`src/rtl/tsn_ptp_pkg.sv`:
```
// Shared PTP constants, FSM encoding and timestamp helpers for the TSN timestamp units.
// Pure definitions: no latency, no flow control.
package tsn_ptp_pkg;

   localparam logic [15:0] ETHERTYPE_PTP     = 16'h88F7;
   localparam logic [15:0] ETHERTYPE_VLAN    = 16'h8100;
   localparam logic [10:0] PTP_ORIGIN_TS_OFF = 11'd34;
   localparam logic [3:0]  PTP_TS_LEN        = 4'd10;
   localparam logic [31:0] NS_PER_SEC        = 32'd1_000_000_000;

   typedef enum logic [2:0] {
      ST_IDLE,
      ST_ETH,
      ST_VLAN,
      ST_PTP,
      ST_WAIT,
      ST_INS,
      ST_PASS
   } tsi_state_t;

   typedef struct packed {
      logic [47:0] sec;
      logic [31:0] ns;
   } ptp_ts_t;

   // Byte idx of the on-wire originTimestamp: seconds MSB first, then nanoseconds.
   function automatic logic [7:0] ts_byte(input ptp_ts_t ts, input logic [3:0] idx);
      logic [7:0] b;
      case (idx)
         4'd0:    b = ts.sec[47:40];
         4'd1:    b = ts.sec[39:32];
         4'd2:    b = ts.sec[31:24];
         4'd3:    b = ts.sec[23:16];
         4'd4:    b = ts.sec[15:8];
         4'd5:    b = ts.sec[7:0];
         4'd6:    b = ts.ns[31:24];
         4'd7:    b = ts.ns[23:16];
         4'd8:    b = ts.ns[15:8];
         4'd9:    b = ts.ns[7:0];
         default: b = 8'h00;
      endcase
      return b;
   endfunction

endpackage

```
`src/rtl/ptp_ts_adjust.sv`:
```
// Adds a fixed ns offset to a PTP timestamp, folding ns overflow into seconds.
// Latency 1 cycle (registered); no flow control, output tracks input every cycle.
module ptp_ts_adjust
   import tsn_ptp_pkg::*;
#(
   parameter logic [31:0] OFFSET_NS = 32'd0
)(
   input  logic    mac_axis_aclk,
   input  logic    rst,
   input  ptp_ts_t ts_in,
   output ptp_ts_t ts_out
);

   logic [32:0] ns_sum;

   assign ns_sum = {1'b0, ts_in.ns} + {1'b0, OFFSET_NS};

   always_ff @(posedge mac_axis_aclk or posedge rst) begin
      if (rst) begin
         ts_out <= '0;
      end else if (ns_sum >= {1'b0, NS_PER_SEC}) begin
         ts_out.sec <= ts_in.sec + 48'd1;
         ts_out.ns  <= 32'(ns_sum - {1'b0, NS_PER_SEC});
      end else begin
         ts_out.sec <= ts_in.sec;
         ts_out.ns  <= ns_sum[31:0];
      end
   end

endmodule

```
`src/rtl/tsi_axis.sv`:
```
// One-step TX PTP inserter: overwrites originTimestamp of enabled L2 PTP event frames.
// Latency 1 cycle, 1 byte/cycle; s_axis_tready = !m_axis_tvalid || m_axis_tready, stalls freeze all state.
module tsi_axis
   import tsn_ptp_pkg::*;
#(
   parameter logic [31:0] EGRESS_OFFSET_NS = 32'd0,
   parameter int          CNT_W            = 16
)(
   input  logic             rst,
   input  logic             mac_axis_aclk,
   input  logic             s_axis_tvalid,
   output logic             s_axis_tready,
   input  logic [7:0]       s_axis_tdata,
   input  logic             s_axis_tlast,
   output logic             m_axis_tvalid,
   input  logic             m_axis_tready,
   output logic [7:0]       m_axis_tdata,
   output logic             m_axis_tlast,
   input  logic             ins_en,
   input  logic [7:0]       ptp_msgid_mask,
   input  logic [79:0]      rtc_timer_in,
   output logic             ins_pulse,
   output logic [CNT_W-1:0] ins_count
);

   tsi_state_t  state;
   logic [10:0] bcnt;
   logic [10:0] base;
   logic [7:0]  et_hi;
   logic [7:0]  mask_f;
   logic        en_f;
   logic [3:0]  sidx;
   ptp_ts_t     ts_raw;
   ptp_ts_t     ts_adj;
   logic        acc;
   logic [3:0]  msg_type;
   logic [7:0]  out_byte;

   assign s_axis_tready = !m_axis_tvalid || m_axis_tready;
   assign acc           = s_axis_tvalid && s_axis_tready;
   assign msg_type      = s_axis_tdata[3:0];
   assign out_byte      = (state == ST_INS) ? ts_byte(ts_adj, sidx) : s_axis_tdata;

   ptp_ts_adjust #(
      .OFFSET_NS (EGRESS_OFFSET_NS)
   ) u_ts_adjust (
      .mac_axis_aclk (mac_axis_aclk),
      .rst           (rst),
      .ts_in         (ts_raw),
      .ts_out        (ts_adj)
   );

   always_ff @(posedge mac_axis_aclk or posedge rst) begin
      if (rst) begin
         m_axis_tvalid <= 1'b0;
         m_axis_tdata  <= 8'h00;
         m_axis_tlast  <= 1'b0;
      end else if (acc) begin
         m_axis_tvalid <= 1'b1;
         m_axis_tdata  <= out_byte;
         m_axis_tlast  <= s_axis_tlast;
      end else if (m_axis_tready) begin
         m_axis_tvalid <= 1'b0;
      end
   end

   always_ff @(posedge mac_axis_aclk or posedge rst) begin
      if (rst) begin
         state     <= ST_IDLE;
         bcnt      <= 11'd0;
         base      <= 11'd0;
         et_hi     <= 8'h00;
         mask_f    <= 8'h00;
         en_f      <= 1'b0;
         sidx      <= 4'd0;
         ts_raw    <= '0;
         ins_pulse <= 1'b0;
         ins_count <= '0;
      end else begin
         ins_pulse <= 1'b0;
         if (acc) begin
            if (s_axis_tlast)
               bcnt <= 11'd0;
            else if (bcnt != 11'h7FF)
               bcnt <= bcnt + 11'd1;

            // Last field byte counts even when it also ends the frame.
            if (state == ST_INS && sidx == PTP_TS_LEN - 4'd1) begin
               ins_pulse <= 1'b1;
               ins_count <= ins_count + CNT_W'(1);
            end

            if (state == ST_IDLE) begin
               ts_raw <= rtc_timer_in;
               en_f   <= ins_en;
               mask_f <= ptp_msgid_mask;
            end

            if (bcnt == 11'd12 || bcnt == 11'd16)
               et_hi <= s_axis_tdata;

            if (s_axis_tlast) begin
               state <= ST_IDLE;
            end else begin
               case (state)
                  ST_IDLE: state <= ST_ETH;
                  ST_ETH: begin
                     if (bcnt == 11'd13) begin
                        if ({et_hi, s_axis_tdata} == ETHERTYPE_PTP) begin
                           state <= ST_PTP;
                           base  <= 11'd14;
                        end else if ({et_hi, s_axis_tdata} == ETHERTYPE_VLAN) begin
                           state <= ST_VLAN;
                        end else begin
                           state <= ST_PASS;
                        end
                     end
                  end
                  ST_VLAN: begin
                     if (bcnt == 11'd17) begin
                        if ({et_hi, s_axis_tdata} == ETHERTYPE_PTP) begin
                           state <= ST_PTP;
                           base  <= 11'd18;
                        end else begin
                           state <= ST_PASS;
                        end
                     end
                  end
                  ST_PTP: begin
                     if (bcnt == base)
                        state <= (en_f && !msg_type[3] && mask_f[msg_type[2:0]]) ? ST_WAIT : ST_PASS;
                  end
                  ST_WAIT: begin
                     if (bcnt == base + PTP_ORIGIN_TS_OFF - 11'd1) begin
                        state <= ST_INS;
                        sidx  <= 4'd0;
                     end
                  end
                  ST_INS: begin
                     sidx <= sidx + 4'd1;
                     if (sidx == PTP_TS_LEN - 4'd1)
                        state <= ST_PASS;
                  end
                  default: ;
               endcase
            end
         end
      end
   end

endmodule

```
`config.mk`:
```
export PLATFORM = sky130hd
export DESIGN_NAME = tsi_axis
export DESIGN_NICKNAME = d
export VERILOG_FILES = /design/src/rtl/tsn_ptp_pkg.sv /design/src/rtl/ptp_ts_adjust.sv /design/src/rtl/tsi_axis.sv
export SDC_FILE = /design/constraint.sdc
export NUM_CORES = 1
export LEC_CHECK = 0
export ABC_AREA = 1
export BUFFER_PORTS_ARGS = -buffer_cell sky130_fd_sc_hd__buf_2
export CAP_MARGIN = 20
export CORE_ASPECT_RATIO = 0.6
export CORE_MARGIN = 1.5
export CORE_UTILIZATION = 47
export DETAILED_ROUTE_END_ITERATION = 10
export GPL_TIMING_DRIVEN = 0
export PLACE_DENSITY = 0.66
export SLEW_MARGIN = 40
export SYNTH_ARGS = -nofsm -noshare
export SYNTH_HDL_FRONTEND = slang
export SYNTH_SLANG_ARGS = --single-unit
```
`constraint.sdc`:
```
create_clock -name mac_axis_aclk -period 10.6 [get_ports mac_axis_aclk]
set_clock_uncertainty 0.2 [all_clocks]
set_input_delay 2.12 -clock mac_axis_aclk [delete_from_list [all_inputs] [get_ports mac_axis_aclk]]
set_output_delay 2.12 -clock mac_axis_aclk [all_outputs]
set_load 0.01 [all_outputs]
```
## Word level (Yosys, flattened, before mapping)

Cells that the tools add are included.

| cells by class | value |
|---|---|
| add/subtract/negate cells | 7 |
| $lt $le $gt $ge | 2 |
| equal/unequal tests | 33 |
| multiplexer cells | 29 |
| bitwise logic cells | 1 |
| reductions and logical operators | 22 |

Operators by type and width:

| operator | count |
|---|---|
| 2-to-1 mux 80 bit | 1 |
| one-hot mux 8 bit (10 select lines) | 1 |
| 2-to-1 mux 11 bit | 6 |
| adder 48 x 1 -> 48 bit (second input constant) | 1 |
| == test 16 bit (second input constant) | 2 |
| greater-or-equal comparator 32 x 30 -> 1 bit (second input constant) | 1 |
| subtractor 32 x 30 -> 32 bit (second input constant) | 1 |
| 2-to-1 mux 3 bit | 9 |
| == test 11 bit | 2 |
| == test 11 x 4 -> 1 bit (second input constant) | 2 |
| == test 11 x 5 -> 1 bit (second input constant) | 2 |
| one-hot mux 11 bit (2 select lines) | 1 |
| one-hot mux 3 bit (6 select lines) | 1 |
| adder 16 x 1 -> 16 bit (second input constant) | 1 |
| == test 4 x 3 -> 1 bit (second input constant) | 4 |
| AND reduction 7 bit | 2 |
| inequality test 3 bit (second input constant) | 4 |
| adder 11 x 1 -> 11 bit (second input constant) | 1 |
| adder 11 x 6 -> 11 bit (second input constant) | 1 |
| inequality test 11 bit (second input constant) | 1 |
| subtractor 11 x 1 -> 11 bit (second input constant) | 1 |
| inequality test 2 bit (second input constant) | 5 |
| == test 4 x 2 -> 1 bit (second input constant) | 2 |
| == test 4 bit (second input constant) | 2 |
| 23 further kinds | 40 |

| word-level totals | value |
|---|---|
| register bits | 233 |
| bits of input ports | 102 |
| output and inout port bits | 28 |
| logic and storage cells | 110 |

## Longest topological paths before layout

Gate-level depths: netlist of run 1.

| depth | value |
|---|---|
| depth after elaboration | 7 |
| depth in mapped cells | 14 |
| depth with buffers taken out | 14 |

## Modules after synthesis

A second synthesis of run 1 with hierarchy kept.

| second synthesis, totals | value |
|---|---|
| cells, all modules | 1549 |
| area total of the unflattened synthesis | 12258.0 µm² |

By module, submodules not included:

| module | times used | cells each | area an instance (µm²) | sequential area each (µm²) |
|---|---|---|---|---|
| tsi_axis | 1 | 776 | 7175.6 | 3628.5 |
| ptp_ts_adjust | 1 | 773 | 5082.4 | 2001.9 |

## Worst setup path before layout of run 1

No wires, ideal clock.

| timing | value |
|---|---|
| path kind | input to output |
| start | input port m_axis_tready |
| end | output port s_axis_tready |
| arrival | 2.267 ns |
| required time | 8.280 ns |
| path slack | 6.013 ns |
| stages | 2 |
| buffers on the path | 0 |
| path through | inv_1 nand2_1 |

| on the way | value |
|---|---|
| word-level cells in the longest chain between the ends | 1 |

RTL lines:

| what | line | RTL |
|---|---|---|
| from (decl) | tsi_axis.sv:16 | `input logic m_axis_tready,` |
| logical OR 1 bit | tsi_axis.sv:39 | `assign s_axis_tready = !m_axis_tvalid \|\| m_axis_tready;` |
| to (decl) | tsi_axis.sv:12 | `output logic s_axis_tready,` |

Every way passes these cells.

## Final worst setup path of run 1

Ends and elaborated chain as after synthesis.

==> results of run 1 <==
[per-layer routing]
layer	global-route usage (%)	wire, µm
met5	0	0
met3	5.40	3280
met1	47.7	19300
met4	5.03	566
met2	36.9	13700
[per-stage QoR]
step	setup TNS [ns]	hold slack [ns]	area [µm²]	util, %
after global routing	0	0.178	13900	56.8
after CTS	0	0.172	13900	56.8
after detailed placement	0	0.157	13100	53.2
final	0	0.173	13900	56.8
after floorplan	0	0.149	11900	-
after global placement	-83.07	0.151	13000	52.9
[sequential cells by signal (all words and copies together) (netlist names)]
register	count
m_axis_tdata	8
bcnt	11
u_ts_adjust.ts_out	80
ts_raw	80
state	3
m_axis_tvalid	1
ins_count	16
sidx	4
mask_f	8
en_f	1
base	3
et_hi	8
ins_pulse	1
m_axis_tlast	1
[kinds of logic (layout without fill, tap and decap cells)]
family,Yosys count,after routing,synth area share [%]
buffers and inverters,203,378,7.07
xor gates and xnor gates,49,49,3.59
DFF,225,225,47.2
and+or+nand+nor,860,860,30.2
adders and majority gates,10,10,1.05
AOI/OAI and AO/OA,209,209,9.15
muxes,19,19,1.79
[worst max-delay path by stage]
stage / start / end / slack, ns
floorplan: rst / base[1] / 2.12
global placement: rst / ts_raw[56] / -0.39
detailed placement: m_axis_tready / s_axis_tready / 5.80
CTS: m_axis_tready / s_axis_tready / 5.80
global route: m_axis_tready / s_axis_tready / 5.78
finish: m_axis_tready / s_axis_tready / 5.80
[layout make-up]
| type | count | area, µm² |
|---|---|---|
| Fill cell | 2415 | 10600 |
| Clock buffer | 31 | 678 |
| Multi-Input combinational cell | 1147 | 5460 |
| Clock inverter | 13 | 188 |
| Timing Repair Buffer | 131 | 723 |
| Tap cell | 322 | 403 |
| Sequential cell | 225 | 5630 |
| Inverter | 163 | 621 |
| Buffer | 40 | 231 |
[worst register-to-register path: stages (launching register included)]
cell	delay [ns]
dfrtp_1	0.61
ha_1	0.36
nand3_1	0.22
nor2_1	0.35
inv_1	0.13
nor2_2	0.25
xor2_1	0.17
nand2_1	0.06
o21ai_0	0.17
[placed cells by master, fill, tap and decap left out, types with 2 or more instances in the layout]
master	instances
nand2_2	7
mux2_2	19
clkinvlp_4	6
inv_1	157
inv_2	3
clkbuf_8	3
nand3_2	5
xor2_1	39
clkbuf_16	25
nand3_1	81
buf_4	7
nor2_1	242
nand4_1	35
clkinv_2	2
nor2_4	2
buf_6	4
or2_2	2
nand3b_1	8
buf_2	148
xnor2_1	10
o21ai_2	6
nor3_1	32
ha_1	10
o21ai_0	78
nor3_2	3
o21bai_1	2
dfrtp_1	225
clkinv_4	2
nor2_2	2
bufinv_16	4
nand2_1	438
o22ai_1	8
buf_16	3
a21oi_1	101
clkbuf_1	12
o21ai_1	10
[power by group]
| group | internal, mW | leakage [nW] | switching [mW] |
|---|---|---|---|
| clock network | 0.552 | 0.403 | 0.369 |
| logic | 0.455 | 4.03 | 0.975 |
| registers | 1.20 | 2.60 | 0.244 |
| total | 2.21 | 7.03 | 1.59 |
==> metrics.md, run 1 <==
| Metric | Value |
|---|---|
| Status | `complete, no violations` |
| Cell Rows | `44` |
| CP required | `8.28 ns` |
| Delay-heaviest family, CP | `buffers and inverters` |
| Synth top area cells | `dfrtp_1 (47%), nand2_1 (14%), nor2_1 (7.6%)` |
| Share of flip-flops with an asynchronous set or reset | `100%` |
| Synth Warn # | `0` |
| Reg2reg path depth | `8` |
| Crit. End Element | `output port` |
| PD cells | `273 nW/µm²` |
| Post-synth net total | `1,687` |
| Hold Path Depth | `0` |
| WP buf/inv | `3` |
| CP arrival | `2.48 ns` |
| # setup viols final | `0` |
| # IOs | `130` |
| Clock Sinks | `225` |
| ANT nets after route | `0` |
| Slowest-stage cell, CP | `buf_2` |
| Final WL | `36.8 mm` |
| Area leader, netlist | `dfrtp_1` |
| Sequential area share after synthesis | `47.2%` |
| Total power | `3.80 mW` |
| CTS clk-pin slew, worst paths | `0.07 ns` |
| Slew margin rel. | `50.3%` |
| Hold buffer count at CTS | `0` |
| IO buf count | `128` |
| Overflow after GRT | `0` |
| Terminus of the critical flop-to-flop path | `u_ts_adjust.ts_out[46]` |
| Average vias per placed instance | `5.34` |
| Peak supply drop | `0.000129 V` |
| Synth cell types | `38` |
| Clk_lat worst skew | `0.54 ns` |
| FF+latch count, synth | `225` |
| Cells after synthesis | `1,575` |
| Resized cells post-CTS | `0` |
| Clk Tree Root Cell | `clkbuf_16` |
| DP HPWL | `28.7 mm` |
| WHS Endpoint | `u_ts_adjust.ts_out[3]` |
| Critical path cell sequence | `buf_2 -> inv_1 -> nand2_1 -> buf_2` |
| DRC | `0` |
| Top_reg_cell synth | `dfrtp_1` |
| Die Y | `126 µm` |
| Final WS setup | `5.80 ns` |
| FMAX | `0.208 GHz` |
| Slew @ Worst Pin | `0.743 ns` |
| Slew Viols, Final | `0` |
| Inst Count DP | `2,028` |
| Starting Density | `48.6%` |
| Vias in the first global route | `10,134` |
| Routed vias | `11,061` |
| CP Class | `in -> out` |
| TritonCTS clock tree | `done` |
| Leak | `7.03 nW` |
| Final worst-path cycle share | `45.3%` |
| CORE AREA | `24,600 µm²` |
| WP depth | `4` |
| Nets | `1,844` |
| Layout overhead on the synthesized area | `16.7%` |
| Commonest cells in the netlist | `nand2_1 (438), nor2_1 (242), dfrtp_1 (225)` |
| Gp weighted congestion | `0.973` |
| Yosys top cell area share | `47.2%` |
| Fraction of layout cells with a size suffix above 1 | `14.6%` |
| Place WS | `5.80 ns` |
| CP Max Fanout | `3` |
| First-pass GRT wire length | `57.6 mm` |
| CTS Buf Count | `24` |
| RSZ-0062 raised after global routing | `no` |
| R2R setup slack | `7.96 ns` |
| Hold path startpoint | `ts_raw[3]` |
| H-tree levels | `1` |
| Total Routing Usage GR | `28.4%` |
| Syn avg cell area | `7.58 µm²` |
| Die area | `26,400 µm²` |
| Diodes inserted | `0` |
| Top-count cell post-synth | `nand2_1` |
| Post-layout minimum cycle time | `4.80 ns` |
| RR Startpoint | `ts_raw[32]` |
| Largest net degree at the start of global routing | `80` |
| Setup bufs post-CTS | `0` |
| Routed WL per cell | `17.8 µm` |
| Worst path max stage delay | `0.15 ns` |
| Mapped Area | `11,900 µm²` |
| Die X-Extent | `209 µm` |
| Worst Hold Class | `reg -> reg` |
| Initial antenna violation count | `0` |
| Non-Filler Instances | `2,072` |
| Final hold viol count | `0` |
| DR pass1 iterations | `8` |
| Startpoint types | `primary input` |
| Post-synth EDFFs | `0` |
| Most frequent CP cell | `buf_2` |
| DR iter-0 viols | `1,234` |
| Clk buf depth | `3` |
| Number of max-cap violations | `0` |
Power figures use the tool's default switching activity.
==> inputs of run 2 (changes only) <==
PLACE_DENSITY = 0.69   (was 0.66)
clock period = 4.4 ns   (was 10.6 ns; I/O delays follow)
==> metrics.md, run 2 (synthesis gave the netlist of run 1 again) <==
| Metric | Value |
|---|---|
| Number of max-cap violations | `0 (unchanged)` |
| PD cells | `650 nW/µm² (+140%)` |
| CTS clk-pin slew, worst paths | `0.06 ns (about the same)` |
| Resized cells post-CTS | `0 (unchanged)` |
| CORE AREA | `24,600 µm² (unchanged)` |
| DP HPWL | `29.1 mm (+1.3%)` |
| Hold buffer count at CTS | `0 (unchanged)` |
| Cell Rows | `44 (unchanged)` |
| RSZ-0062 raised after global routing | `no` |
| Non-Filler Instances | `2,076 (+0.19%)` |
| Routed vias | `11,185 (+1.1%)` |
| Layout overhead on the synthesized area | `17.8%` |
| Hold Slack | `0.170 ns (-0.00378 ns)` |
| Worst path max stage delay | `0.55 ns (+0.40 ns)` |
| Startpoint types | `flop` |
| Average vias per placed instance | `5.39 (+0.93%)` |
| CP Max Fanout | `7 (+4)` |
| Clk buf depth | `3 (unchanged)` |
| Slew Viols, Final | `0 (unchanged)` |
| Gp weighted congestion | `0.954 (-1.9%)` |
| Final worst-path cycle share | `60.1%` |
| Status | `complete, no violations` |
| Worst Hold Class | `reg -> reg` |
| Slew margin rel. | `43.4% (-6.8 points)` |
| Setup_tns | `0 ns (unchanged)` |
| CTS Buf Count | `23 (-4.2%)` |
| Total Routing Usage GR | `28.5% (+0.10 points)` |
| Inst Count DP | `2,035 (+0.35%)` |
| RR Startpoint | `ts_raw[32]` |
| Clk Tree Root Cell | `clkbuf_16` |
| Post-layout minimum cycle time | `2.64 ns` |
| DR iter-0 viols | `1,265 (+2.5%)` |
| IO buf count | `128 (unchanged)` |
| Largest net degree at the start of global routing | `27 (-66%)` |
| CP arrival | `2.83 ns (+0.35 ns)` |
| Die X-Extent | `209 µm (unchanged)` |
| CP Class | `reg -> reg` |
| Die area | `26,400 µm² (unchanged)` |
| Starting Density | `48.6% (unchanged)` |
| Crit. End Element | `flop` |
| Hold Path Depth | `0 (unchanged)` |
| Vias in the first global route | `10,446 (+3.1%)` |
| Reg2reg path depth | `10 (+2)` |
| WHS Endpoint | `u_ts_adjust.ts_out[3]` |
| Most frequent CP cell | `nand2_1` |
| Nets | `1,850 (+0.33%)` |
| Final hold viol count | `0 (unchanged)` |
| Commonest non-fill, non-tap cell in the layout | `nand2_1` |
| Biggest registers after layout | `ts_raw (80), u_ts_adjust.ts_out (80), ins_count (16)` |
| Critical path cell sequence | `ha_1 -> nand3_1 -> nor2_1 -> inv_1 -> nor2_2 -> nand3_1 -> nand2_1 -> nand2_1 -> nand2_1 -> o21ai_0` |
| FMAX | `0.378 GHz` |
| Clk_lat worst skew | `0.53 ns (about the same)` |
| H-tree levels | `1 (unchanged)` |
| R2R setup slack | `1.76 ns (-6.20 ns)` |
| Slowest-stage cell, CP | `dfrtp_1` |
| Diodes inserted | `0 (unchanged)` |
| Terminus of the critical flop-to-flop path | `u_ts_adjust.ts_out[78]` |
| # fillers | `2,356 (-2.4%)` |
| ANT nets after route | `0 (unchanged)` |
| Most frequent cells in the layout | `nand2_1 (438), nor2_1 (242), dfrtp_1 (225)` |
| Leak | `7.12 nW (+1.2%)` |
| Hold path startpoint | `ts_raw[3]` |
| Die Y | `126 µm (unchanged)` |
| Overflow after GRT | `0 (unchanged)` |
| # setup viols final | `0 (unchanged)` |
| First-pass GRT wire length | `58.2 mm (+0.97%)` |
| CP required | `4.59 ns (-3.69 ns)` |
| Initial antenna violation count | `0 (unchanged)` |
| Clock Sinks | `225 (unchanged)` |
| Setup bufs post-CTS | `0 (unchanged)` |
| Fraction of layout cells with a size suffix above 1 | `14.9% (+0.31 points)` |
| DRC | `0 (unchanged)` |
| TritonCTS clock tree | `done` |
| # IOs | `130 (unchanged)` |
| Routed WL per cell | `17.8 µm (about the same)` |
| Peak supply drop | `0.000356 V (+180%)` |
| Slew @ Worst Pin | `0.845 ns (+0.102 ns)` |
| DR pass1 iterations | `6 (-2)` |
| Final WL | `36.9 mm (+0.26%)` |
run 2: layout make-up:
cell class | count | area, µm² | area share, %
multi-input cells | 1147 | 5460 | 38.8
well taps | 322 | 403 | 2.86
clock buffers | 26 | 607 | 4.31
flip-flops and latches | 225 | 5630 | 40.0
inverters | 163 | 617 | 4.38
clock inverters | 15 | 231 | 1.65
repair buffers | 138 | 886 | 6.30
plain buffers | 40 | 231 | 1.65
run 2: power breakdown:
| group | internal [mW] | leakage (nW) | switching [mW] |
|---|---|---|---|
| Clock | 1.34 | 0.416 | 0.843 |
| Combinational | 1.11 | 4.10 | 2.37 |
| Sequential | 2.90 | 2.60 | 0.576 |
run 2: how the worst max path moves through the flow:
stage | start | cells after the start | slack (ns) | end
after floorplan | rst | 1 | 0.38 | base[1]
after global placement | rst | 2 | -1.01 | ts_raw[42]
after detailed placement | m_axis_tready | 9 | 1.41 | ts_raw[76]
after CTS | ts_raw[32] | 10 | 1.80 | u_ts_adjust.ts_out[78]
after global routing | ts_raw[32] | 8 | 1.63 | u_ts_adjust.ts_out[46]
final | ts_raw[32] | 10 | 1.76 | u_ts_adjust.ts_out[78]
run 2: per-stage QoR:
stage	power [mW]	cell area [µm²]	setup WS [ns]	util, %
floorplan	5.66	11900	0.382	-
global placement	6.79	13000	-1.01	52.9
detailed placement	6.87	13200	1.41	53.9
CTS	9.08	14100	1.80	57.3
global route	9.74	14100	1.63	57.3
finish	9.14	14100	1.76	57.3
run 2: metal layers:
metal,share of wire [%],vias to the layer above,global-route usage [%]
met3,10,61,6.83
li1,-,5359,-
met2,38,507,37.9
met4,2.0,0,5.54
met5,0,-,0
met1,50,5258,46.0
run 2: worst max-delay path, delay by kind of cell, from the launching register on:
kind | cells | cell delay, ns
AOI/OAI and AO/OA | 1 | 0.10
adders and majority gates | 1 | 0.37
buffers and inverters | 1 | 0.12
DFF | 1 | 0.55
and+or+nand+nor | 7 | 1.16
